$ cat config.mk
export PLATFORM = sky130hd
export DESIGN_NAME = score_reader
export DESIGN_NICKNAME = d
export VERILOG_FILES = /design/src/rtl/score_reader.sv
export SDC_FILE = /design/constraint.sdc
export NUM_CORES = 1
export LEC_CHECK = 0
export CAP_MARGIN = 25
export CORE_AREA = 2 2 89 91
export CTS_CLUSTER_DIAMETER = 40
export CTS_CLUSTER_SIZE = 25
export DETAILED_ROUTE_END_ITERATION = 16
export DIE_AREA = 0 0 91 93
export DONT_BUFFER_PORTS = 1
export GPL_TIMING_DRIVEN = 1
export PLACE_DENSITY_LB_ADDON = 0.05
export SLEW_MARGIN = 0
export SYNTH_ARGS = -nofsm -noshare
export SYNTH_HDL_FRONTEND = slang
export SYNTH_SLANG_ARGS = --single-unit
$ cat constraint.sdc
create_clock -name i_clk -period 2.24 [get_ports i_clk]
set_clock_uncertainty 0.05 [all_clocks]
set_input_delay 0.448 -clock i_clk [delete_from_list [all_inputs] [get_ports i_clk]]
set_output_delay 0.448 -clock i_clk [all_outputs]
set_load 0.1 [all_outputs]
$ cat src/rtl/score_reader.sv
// Score RAM scanner: finds max/argmax (and the running total when SCORE_READER_TOTAL_EN
// is defined), then lets the user browse entries one read at a time.
module score_reader (
  input  logic        i_clk,
  input  logic        i_rst,
  input  logic        i_start,
  input  logic [5:0]  i_entry_count,
  input  logic [7:0]  i_ram_q,
  input  logic        i_step,
  output logic [4:0]  o_ram_address,
  output logic        o_ram_rden,
  output logic        o_busy,
  output logic        o_scan_done,
  output logic [7:0]  o_high_score,
  output logic [4:0]  o_high_index,
  output logic [12:0] o_total_score,
  output logic [7:0]  o_disp_score,
  output logic [4:0]  o_disp_index,
  output logic        o_disp_valid
);

  typedef enum logic [2:0] {S_IDLE, S_SCAN, S_DRAIN, S_BROWSE, S_FETCH} state_t;

  state_t      r_state, w_next;
  logic [5:0]  r_n;
  logic [4:0]  r_cnt;
  logic [4:0]  r_addr_hold;
  logic        r_cap_vld_p1;
  logic [4:0]  r_cap_idx_p1;
  logic        r_scan_done;
  logic [7:0]  r_high_score;
  logic [4:0]  r_high_index;
  logic [7:0]  r_disp_score;
  logic [4:0]  r_disp_index;
  logic        r_disp_valid;

  logic [5:0]  w_n_clamp;
  logic        w_start_ok;
  logic [4:0]  w_next_idx;
  logic        w_rden;
  logic [4:0]  w_addr;

  assign w_n_clamp  = (i_entry_count > 6'd32) ? 6'd32 : i_entry_count;
  assign w_start_ok = i_start && (r_state == S_IDLE || r_state == S_BROWSE);
  assign w_next_idx = (({1'b0, r_disp_index} + 6'd1) == r_n) ? 5'd0 : r_disp_index + 5'd1;

  always_ff @(posedge i_clk) begin
    if (i_rst) r_state <= S_IDLE;
    else       r_state <= w_next;
  end

  // Browse reads are issued combinationally in the step cycle so the display updates two cycles later
  always_comb begin
    w_next = r_state;
    w_rden = 1'b0;
    w_addr = r_addr_hold;
    case (r_state)
      S_IDLE: begin
        if (i_start) w_next = (w_n_clamp == 6'd0) ? S_IDLE : S_SCAN;
      end
      S_SCAN: begin
        w_rden = 1'b1;
        w_addr = r_cnt;
        if ({1'b0, r_cnt} == r_n - 6'd1) w_next = S_DRAIN;
      end
      S_DRAIN: w_next = S_BROWSE;
      S_BROWSE: begin
        if (i_start) begin
          w_next = (w_n_clamp == 6'd0) ? S_IDLE : S_SCAN;
        end else if (i_step) begin
          w_rden = 1'b1;
          w_addr = w_next_idx;
          w_next = S_FETCH;
        end
      end
      S_FETCH: w_next = S_BROWSE;
      default: w_next = S_IDLE;
    endcase
  end

  always_ff @(posedge i_clk) begin
    if (i_rst) begin
      r_n          <= '0;
      r_cnt        <= '0;
      r_addr_hold  <= '0;
      r_cap_vld_p1 <= 1'b0;
      r_cap_idx_p1 <= '0;
      r_scan_done  <= 1'b0;
      r_high_score <= '0;
      r_high_index <= '0;
      r_disp_score <= '0;
      r_disp_index <= '0;
      r_disp_valid <= 1'b0;
    end else begin
      r_scan_done  <= (w_start_ok && w_n_clamp == 6'd0) || (r_state == S_DRAIN);
      if (w_rden) r_addr_hold <= w_addr;
      // p1: RAM data for the address issued last cycle
      r_cap_vld_p1 <= (r_state == S_SCAN);
      r_cap_idx_p1 <= r_cnt;
      if (w_start_ok) begin
        r_n          <= w_n_clamp;
        r_cnt        <= '0;
        r_high_score <= '0;
        r_high_index <= '0;
        r_disp_valid <= 1'b0;
      end else begin
        if (r_state == S_SCAN) r_cnt <= r_cnt + 5'd1;
        if (r_cap_vld_p1) begin
          if (i_ram_q > r_high_score) begin
            r_high_score <= i_ram_q;
            r_high_index <= r_cap_idx_p1;
          end
          if (r_cap_idx_p1 == 5'd0) r_disp_score <= i_ram_q;
        end
        if (r_state == S_DRAIN) begin
          r_disp_index <= '0;
          r_disp_valid <= 1'b1;
        end
        if (r_state == S_FETCH) begin
          r_disp_score <= i_ram_q;
          r_disp_index <= r_addr_hold;
        end
      end
    end
  end

`ifdef SCORE_READER_TOTAL_EN
  logic [12:0] r_total;

  always_ff @(posedge i_clk) begin
    if (i_rst)             r_total <= '0;
    else if (w_start_ok)   r_total <= '0;
    else if (r_cap_vld_p1) r_total <= r_total + {5'd0, i_ram_q};
  end

  assign o_total_score = r_total;
`else
  assign o_total_score = '0;
`endif

  assign o_ram_address = w_addr;
  assign o_ram_rden    = w_rden;
  assign o_busy        = (r_state == S_SCAN) || (r_state == S_DRAIN);
  assign o_scan_done   = r_scan_done;
  assign o_high_score  = r_high_score;
  assign o_high_index  = r_high_index;
  assign o_disp_score  = r_disp_score;
  assign o_disp_index  = r_disp_index;
  assign o_disp_valid  = r_disp_valid;

endmodule

==> flow_metrics.py, run 1 <==
metrics = {
    "power_and_ir_drop": {
        "vdd_drop_max_mv": 0.528,
        "p_leak_uw": 0.00155,
        "p_comb_share_pct": 58.3,
        "p_sw_share_pct": 49.9,
        "p_sw_uw": 2080,
        "pwr-share-seq_pct": 28.2,
        "p_clk_share_pct": 13.5,
        "p_per_area_nw_per_um2": 1160,
        "internal_power_uw": 2080,
    },
    "hold_path": {
        "hp-class": "in -> reg",
        "holdPathStages": 1,
    },
    "critical_path": {
        "critPathRequiredTime_ns": 1.74,
        "reg2reg_depth": 8,
        "worstSetupPathType": "reg -> out",
        "cp.arrival_ns": 2.19,
        "critPathTopFamily": "simple AND/OR/NAND/NOR gates",
        "cp-start-kind": "register",
        "worst_setup_path_end_kind": "output port",
        "cp_max_fo": 5,
        "cp_slowest_cell": "or4_4",
        "cp_cell_sequence": "ha_4, xnor2_2, xnor2_1, or4_4, o21ai_2, o211ai_1, clkbuf_16",
        "cpPeakStageDelay_ns": 0.53,
        "path_depth": 7,
        "path_buf_inv": 1,
    },
    "clocking": {
        "cts_tree": "done",
        "cts.reportedPaths.clkPinSlew_ns": 0.11,
        "root_buffer": "clkbuf_8",
        "clock-sinks": 53,
        "htree_levels": 2,
        "cts_buffer_depth": 2,
        "clk_latency_ns": 0.31,
        "cts_buffers": 5,
    },
    "synth": {
        "syn_area_per_cell_um2": 8.52,
        "yosysUniqueCellTypes": 49,
        "synth_ff_type": "dfxtp_1",
        "synthTopCellsByArea": "dfxtp_1 38%, mux2i_1 7.5%, nor2_1 6.6%",
        "syn_area_um2": 2790,
        "synthArstFlopShare_pct": 0,
        "synth_top_area_share_pct": 38.1,
        "synthTopCellsByCount": "53 x dfxtp_1, 49 x nor2_1, 28 x a21oi_1",
        "netlist.top_cell.by_area": "dfxtp_1",
        "ys_seq_area_share_pct": 38.1,
        "ys_ff_latch": 53,
        "yosys_warnings": 0,
        "syn_inst": 327,
        "synth_edf_count": 0,
        "yosysMostFrequentCell": "dfxtp_1",
    },
    "final_layout": {
        "num_antenna_cells": 0,
        "final_net_count": 413,
        "final_area_um2": 3580,
        "postLayoutCoreUtil_pct": 47.6,
        "drive_gt1_share_pct": 27.5,
        "area_delta_synth_final_pct": 28.7,
        "stdcell_count": 487,
    },
    "placed_design": {
        "dpl.hpwl_mm": 5.32,
        "place_inst": 478,
        "dpl-instance-area_um2": 3470,
        "place_ws_ns": -0.161,
        "port_buffers": 0,
        "place_congestion": 0.787,
    },
    "sta": {
        "fmax_mhz": 372,
        "fin_crit_sh_pct": 120,
        "fin_setup_tns_ns": -2.08,
        "setup_ws_ns": -0.445,
        "hold_violations": 0,
        "rsz0062_at_grt": "yes",
        "fin_crit_ns": 2.68,
        "finalSetupViolations": 5,
        "drv_slew": 0,
    },
    "run_status": {
        "violations": "setup timing",
        "status": "finished, violations left",
    },
    "routing": {
        "via_per_inst": 4.83,
        "num_vias": 2353,
        "wl_per_cell_um": 14.2,
        "drcViolationCount": 0,
        "drt_pass1_iterations": 4,
        "drt-initial-drc-count": 58,
        "routed_wirelength_mm": 6.90,
        "ant_nets": 0,
    },
    "floorplan": {
        "fp-row-count": 32,
        "initial_core_util_pct": 37.0,
        "core_um2": 7530,
        "io_pins": 66,
        "die_h_um": 93,
        "dieArea_um2": 8460,
        "die_w_um": 91,
    },
    "grt": {
        "track_usage_pct": 17.0,
        "grt_first_pass_wirelength_mm": 11.4,
        "grt_max_degree": 38,
        "grt_pass1_vias": 2256,
        "grt_antenna_before_repair": 0,
        "overflow": 0,
    },
    "job": {
        "cap_viol_max_count": 0,
    },
}
stage by stage:
stage	total power [uW]	hold slack [ns]
global placement	3630	0.423
finish	4160	0.139
global route	4400	0.119
CTS	4210	0.127
detailed placement	3640	0.432
floorplan	2960	0.410
metal layers:
layer  GRT usage (%)  routed length (um)  part of all wire, %  vias up
li1                -                   -                    -     1203
met1            21.2                3150                   46     1100
met2            29.4                3370                   49       48
met3            4.27                 329                  4.8        2
met4            4.17                  47                 0.68        0
met5               0                   0                    0        -
area by class of cell:
class                   count  area (um^2)
clock inverters             3         20.0
well taps                 102          128
clock buffers               5         68.8
inverters                  14         52.6
multi-input cells         245         1650
fillers                   805         3940
repair buffers             65          564
flip-flops and latches     53         1100
registers in the layout (all words and copies together) (netlist names), 5 cells and up:
| signal | count |
|---|---|
| o_high_index | 5 |
| r_cnt | 5 |
| o_disp_score | 8 |
| o_high_score | 8 |
| r_addr_hold | 5 |
| o_disp_index | 5 |
| r_cap_idx_p1 | 5 |
| r_n | 6 |
power by group through the flow:
stage / sequential (uW) / combinational (uW) / clock (uW)
floorplan: 1540 / 1420 / 0
global placement: 1190 / 2440 / 0
detailed placement: 1190 / 2440 / 0
CTS: 1170 / 2450 / 590
global route: 1190 / 2580 / 629
finish: 1170 / 2430 / 560
cells in the final DEF (no fill, tap or decap), types with 3 or more instances in the layout:
master,n
nor2b_1,13
dfxtp_4,11
nor2_1,47
nor2_2,3
mux2i_1,21
dfxtp_1,40
o21ai_2,3
xnor2_1,9
a31oi_1,4
nand2b_1,5
ha_1,10
clkbuf_8,5
xor2_1,10
a21oi_1,26
buf_12,3
nand3b_1,8
nor3_1,3
buf_4,59
o211ai_1,3
conb_1,13
nand2_1,20
inv_1,14
a211o_1,3
o21ai_0,5
o22ai_1,4
nand4_1,4
path summary, 6_finish.rpt:
| path | startpoint | to | slack [ns] |
|---|---|---|---|
| worst max-delay path | o_disp_index[0] | o_ram_address[4] | -0.44 |
| worst min register to register | r_cap_idx_p1[2] | o_high_index[2] | 0.45 |
| worst max register to register | r_state[0] | r_addr_hold[3] | 0.30 |
| worst min-delay path | i_rst | o_disp_index[1] | 0.14 |
logic make-up after synthesis:
family / Yosys count / share of synthesized area (%)
AOI/OAI and AO/OA: 62 / 14.2
xor gates and xnor gates: 22 / 6.92
adders and majority gates: 11 / 4.94
buffers and inverters: 41 / 7.59
DFF: 53 / 38.1
muxes: 21 / 7.55
other: 1 / 0.135
and+or+nand+nor: 116 / 20.6
what timing repair did:
item,CTS,global route
hold buffers,0,0
endpoints found under the setup margin,5,6
pin swaps,6,4
buffers inserted,1,0
endpoints found under the hold margin,0,0
resized for setup,0,7
No activity file was read; power rests on OpenSTA's default activity.
==> inputs of run 2 (changes only) <==
ABC_AREA = 1   (was default)
CTS_BUF_LIST = sky130_fd_sc_hd__clkbuf_8   (was default)
==> flow_metrics.py, run 2 <==
metrics = {
    "grt": {
        "overflow": 0,
        "grt_antenna_before_repair": 0,
        "grt_max_degree": 22,
        "track_usage_pct": 18.3,
        "grt_first_pass_wirelength_mm": 12.3,
        "grt_pass1_vias": 2479,
    },
    "sta": {
        "finalSetupViolations": 5,
        "rsz0062_at_grt": "yes",
        "tightest_slew_ns": 0.552,
        "whs_ns": 0.140,
        "slew_headroom_pct": 63.2,
        "fmax_mhz": 413,
        "setup_ws_ns": -0.184,
        "hold_violations": 0,
        "fin_crit_sh_pct": 108,
        "drv_slew": 0,
        "fin_crit_ns": 2.42,
    },
    "final_layout": {
        "nFillCells": 833,
        "stdcell_count": 546,
        "num_antenna_cells": 0,
        "layout_commonest_cell": "nor2_1",
        "final_net_count": 472,
        "mostFrequentLayoutCells": "67 x nor2_1, 61 x nand2_1, 47 x inv_1",
        "drive_gt1_share_pct": 21.8,
        "area_delta_synth_final_pct": 22.4,
    },
    "routing": {
        "drt_pass1_iterations": 4,
        "num_vias": 2554,
        "routed_wirelength_mm": 7.26,
        "drcViolationCount": 0,
        "via_per_inst": 4.68,
        "drt-initial-drc-count": 74,
        "wl_per_cell_um": 13.3,
        "ant_nets": 0,
    },
    "floorplan": {
        "core_um2": 7530,
        "die_h_um": 93,
        "initial_core_util_pct": 37.3,
        "dieArea_um2": 8460,
        "io_pins": 66,
        "fp-row-count": 32,
        "die_w_um": 91,
    },
    "placed_design": {
        "place_inst": 529,
        "dpl.hpwl_mm": 5.54,
        "place_congestion": 0.836,
        "port_buffers": 0,
    },
    "critical_path": {
        "crit_top_cell": "nand2_1",
        "path_buf_inv": 1,
        "cp-start-kind": "register",
        "cp_slowest_cell": "dfxtp_4",
        "critPathRequiredTime_ns": 1.74,
        "critPathTopFamily": "simple AND/OR/NAND/NOR gates",
        "cpPeakStageDelay_ns": 0.37,
        "cp_cell_sequence": "buf_4, nand4_1, nand2_2, nand2_1, nand2_1, nor2_1, nand3_2, nand2_1, nand2_1, nand2_2, nand2_8",
        "cp_max_fo": 5,
        "cp.arrival_ns": 1.93,
        "ff2ff_setup_slack_ns": 0.35,
        "worst_setup_path_end_kind": "output port",
        "worstSetupPathType": "reg -> out",
    },
    "synth": {
        "synthTopCellsByCount": "73 x nand2_1, 67 x nor2_1, 53 x dfxtp_1",
        "ys_seq_area_share_pct": 37.8,
        "yosysMostFrequentCell": "nand2_1",
        "synthTopCellsByArea": "dfxtp_1 38%, nand2_1 9.8%, nor2_1 9.0%",
        "yosys_warnings": 0,
        "ys_ff_latch": 53,
        "syn_area_um2": 2810,
        "synth_top_area_share_pct": 37.8,
        "synth_ff_type": "dfxtp_1",
        "synthArstFlopShare_pct": 0,
        "syn_area_per_cell_um2": 7.03,
        "yosysUniqueCellTypes": 32,
        "syn_inst": 399,
        "synth_edf_count": 0,
        "netlist.top_cell.by_area": "dfxtp_1",
    },
    "clocking": {
        "clock-sinks": 53,
        "root_buffer": "clkbuf_8",
        "ctsHoldBuffers": 0,
        "cts_tree": "done",
        "cts.reportedPaths.clkPinSlew_ns": 0.10,
        "clk_latency_ns": 0.31,
        "htree_levels": 2,
        "cts_buffers": 5,
        "cts_buffer_depth": 2,
    },
    "power_and_ir_drop": {
        "p_sw_uw": 1260,
        "vdd_drop_max_mv": 0.399,
        "p_comb_share_pct": 41.0,
        "p_leak_uw": 0.00150,
        "p_per_area_nw_per_um2": 801,
        "internal_power_uw": 1490,
        "pwr-share-seq_pct": 38.7,
        "p_clk_share_pct": 20.3,
        "p_sw_share_pct": 46.0,
    },
    "job": {
        "cap_viol_max_count": 0,
    },
    "run_status": {
        "status": "finished, violations left",
        "violations": "setup timing",
    },
    "hold_path": {
        "hp-class": "in -> reg",
    },
}
-- run 2: routing by layer --
layer | global-route usage, % | part of all wire [%] | vias to the layer above
met4 | 3.79 | 1.0 | 0
met3 | 4.19 | 5.1 | 6
met1 | 25.8 | 51 | 1147
li1 | - | - | 1345
met2 | 28.8 | 43 | 56
met5 | 0 | 0 | -
-- run 2: cells by family (layout without fill, tap and decap cells) --
group | count (synthesis) | after routing | synth area share [%]
AO/OA/AOI/OAI | 68 | 68 | 13.6
adder cells (fa/ha/maj) | 11 | 11 | 4.91
XOR/XNOR | 8 | 8 | 2.50
AND/OR/NAND/NOR | 185 | 185 | 29.0
other | 1 | 13 | 0.134
buffers and inverters | 73 | 106 | 12.0
flip-flops | 53 | 53 | 37.8
-- run 2: final timing paths --
kind	start	end	depth (start not counted)
setup reg to reg	o_disp_index[0]	r_addr_hold[4]	13
hold / removal	i_rst	o_disp_index[2]	1
setup / recovery	o_disp_index[0]	o_ram_address[1]	11
hold reg to reg	o_disp_score[2]	o_disp_score[2]	2
-- run 2: area by class of cell --
cell class,instances,area (um^2),area share [%]
Sequential cell,53,1090,31.6
Clock inverter,3,17.5,0.510
Tap cell,102,128,3.72
Timing Repair Buffer,45,350,10.2
Multi-Input combinational cell,285,1580,46.0
Inverter,53,204,5.94
Clock buffer,5,68.8,2.00
-- run 2: power groups by stage --
stage	clock network, uW	registers (uW)	logic (uW)
detailed placement	0	1090	1120
floorplan	0	1370	644
CTS	579	1070	1130
global route	618	1080	1220
global placement	0	1090	1120
finish	557	1070	1130
-- run 2: timing repair --
item	4_1_cts	5_1_grt
endpoints found under the setup margin	5	5
pin swaps	10	10
gates resized for setup	10	2
buffers inserted	7	2
-- run 2: worst register-to-register path: stages (launching register included) --
cell     delay, ns
dfxtp_4       0.37
buf_4         0.14
nand4_1       0.16
nand2_2       0.10
nand2_1       0.07
nand2_1       0.04
nor2_1        0.14
nand3_2       0.16
nand2_1       0.11
nand2_1       0.06
nand2_2       0.12
buf_4         0.12
buf_4         0.09
a21oi_1       0.05
-- run 2: per-stage QoR --
stage	power [uW]	TNS (ns)	util (%)	setup WS [ns]	cell area (um^2)
after floorplan	2020	0	-	0.0156	2950
after global placement	2200	0	42.9	0.0797	3230
after detailed placement	2210	0	42.9	0.0743	3230
after CTS	2780	-0.969	45.4	-0.209	3410
after global routing	2920	-1.50	45.6	-0.305	3430
final	2750	-0.901	45.6	-0.184	3430
==> inputs of run 3 (changes only) <==
CORE_AREA = 8 8 95 97   (was 2 2 89 91)
DIE_AREA = 0 0 103 105   (was 0 0 91 93)
==> flow_metrics.py, run 3 (synthesis results as in run 2) <==
metrics = {
    "power_and_ir_drop": {
        "p_sw_uw": 1280,
        "vdd_drop_max_mv": 0.489,
        "p_per_area_nw_per_um2": 833,
        "p_sw_share_pct": 44.3,
        "p_comb_share_pct": 39.7,
        "p_leak_uw": 0.00149,
        "pwr-share-seq_pct": 36.9,
        "internal_power_uw": 1600,
        "p_clk_share_pct": 23.4,
        "power_uw": 2880,
    },
    "sta": {
        "whs_ns": 0.139,
        "setup_ws_ns": -0.218,
        "drv_slew": 0,
        "fmax_mhz": 407,
        "fin_crit_ns": 2.46,
        "fin_setup_tns_ns": -0.989,
        "slew_headroom_pct": 63.2,
        "hold_violations": 0,
        "rsz0062_at_grt": "yes",
        "finalSetupViolations": 5,
        "tightest_slew_ns": 0.552,
        "fin_crit_sh_pct": 110,
    },
    "grt": {
        "grt_pass1_vias": 2472,
        "overflow": 0,
        "grt_antenna_before_repair": 0,
        "track_usage_pct": 14.7,
        "grt_first_pass_wirelength_mm": 12.8,
        "grt_max_degree": 22,
    },
    "clocking": {
        "cts_buffers": 5,
        "cts.reportedPaths.clkPinSlew_ns": 0.11,
        "cts_buffer_depth": 2,
        "clk_latency_ns": 0.31,
        "clock-sinks": 53,
        "cts_tree": "done",
        "htree_levels": 2,
        "root_buffer": "clkbuf_8",
    },
    "critical_path": {
        "critPathRequiredTime_ns": 1.74,
        "cp.arrival_ns": 1.96,
        "worstSetupPathType": "reg -> out",
        "critPathLaunch": "o_disp_index[1]",
        "r2r_start": "o_high_score[5]",
        "worst_setup_path_end_kind": "output port",
        "cp_max_fo": 5,
        "cp-start-kind": "register",
    },
    "final_layout": {
        "nFillCells": 823,
        "mostFrequentLayoutCells": "65 x nor2_1, 57 x nand2_1, 46 x inv_1",
        "layout_commonest_cell": "nor2_1",
        "area_delta_synth_final_pct": 23.2,
        "postLayoutCoreUtil_pct": 45.9,
        "final_net_count": 467,
        "stdcell_count": 541,
        "drive_gt1_share_pct": 22.6,
        "num_antenna_cells": 0,
    },
    "placed_design": {
        "dpl.hpwl_mm": 6.10,
        "place_inst": 529,
        "place_congestion": 0.856,
        "port_buffers": 0,
    },
    "floorplan": {
        "die_w_um": 103,
        "initial_core_util_pct": 37.3,
        "io_pins": 66,
        "dieArea_um2": 10800,
        "die_h_um": 105,
        "fp-row-count": 32,
        "core_um2": 7530,
    },
    "routing": {
        "drt_pass1_iterations": 4,
        "drt-initial-drc-count": 88,
        "via_per_inst": 4.81,
        "ant_nets": 0,
        "drcViolationCount": 0,
        "routed_wirelength_mm": 7.75,
        "wl_per_cell_um": 14.3,
        "num_vias": 2601,
    },
    "hold_path": {
        "hp-class": "in -> reg",
        "hold_start": "i_rst",
    },
    "run_status": {
        "status": "finished, violations left",
        "violations": "setup timing",
    },
    "job": {
        "cap_viol_max_count": 0,
    },
}
==> run 3: cell type report <==
class	instances	area, um^2	share of cell area (%)
multi-input cells	285	1610	46.7
flip-flops and latches	53	1090	31.4
repair buffers	40	313	9.05
inverters	53	204	5.90
well taps	102	128	3.69
clock buffers	5	68.8	1.99
clock inverters	3	43.8	1.27
==> run 3: path summary, 6_finish.rpt <==
path         slack [ns]  cells after the start               end
min reg2reg        0.44                      2   o_disp_score[7]
min                0.14                      1   o_disp_index[1]
max               -0.22                     12  o_ram_address[1]
max reg2reg        0.44                     10   o_high_score[3]
==> run 3: routing by layer <==
layer | vias to the layer above | part of all wire, % | track usage, %
met5 | - | 0 | 0
met4 | 0 | 0.45 | 3.10
met1 | 1183 | 47 | 19.7
li1 | 1337 | - | -
met3 | 2 | 9.0 | 4.11
met2 | 79 | 44 | 22.9
==> run 3: critical path, cell delays in order, from the launching register on <==
cell	delay, ns
dfxtp_4	0.38
ha_4	0.27
inv_2	0.03
nand2_1	0.04
nand2_1	0.05
nor2_1	0.08
nand3_1	0.08
nor2_2	0.16
nand3_4	0.14
nand2_2	0.09
nand2_1	0.06
nand2_2	0.12
nand2_8	0.15
==> run 3: power by group through the flow <==
stage / Sequential [uW] / Combinational, uW / Clock, uW
finish: 1060 / 1140 / 673
global route: 1070 / 1230 / 744
CTS: 1060 / 1140 / 699
detailed placement: 1080 / 1130 / 0
global placement: 1090 / 1120 / 0
floorplan: 1370 / 644 / 0
==> run 3: repair_timing <==
| item | 4_1_cts | 5_1_grt |
|---|---|---|
| resized for setup | 10 | 11 |
| endpoints found under the hold margin | 0 | 0 |
| pin swaps | 3 | 10 |
| setup buffers | 4 | 0 |
| hold buffers | 0 | 0 |
| endpoints found under the setup margin | 5 | 5 |
==> run 3: per-stage QoR <==
stage	instance area, um^2	setup WS (ns)
after floorplan	2950	0.0156
after global placement	3230	0.0756
after detailed placement	3230	0.0475
after CTS	3420	-0.217
after global routing	3460	-0.341
final	3460	-0.218
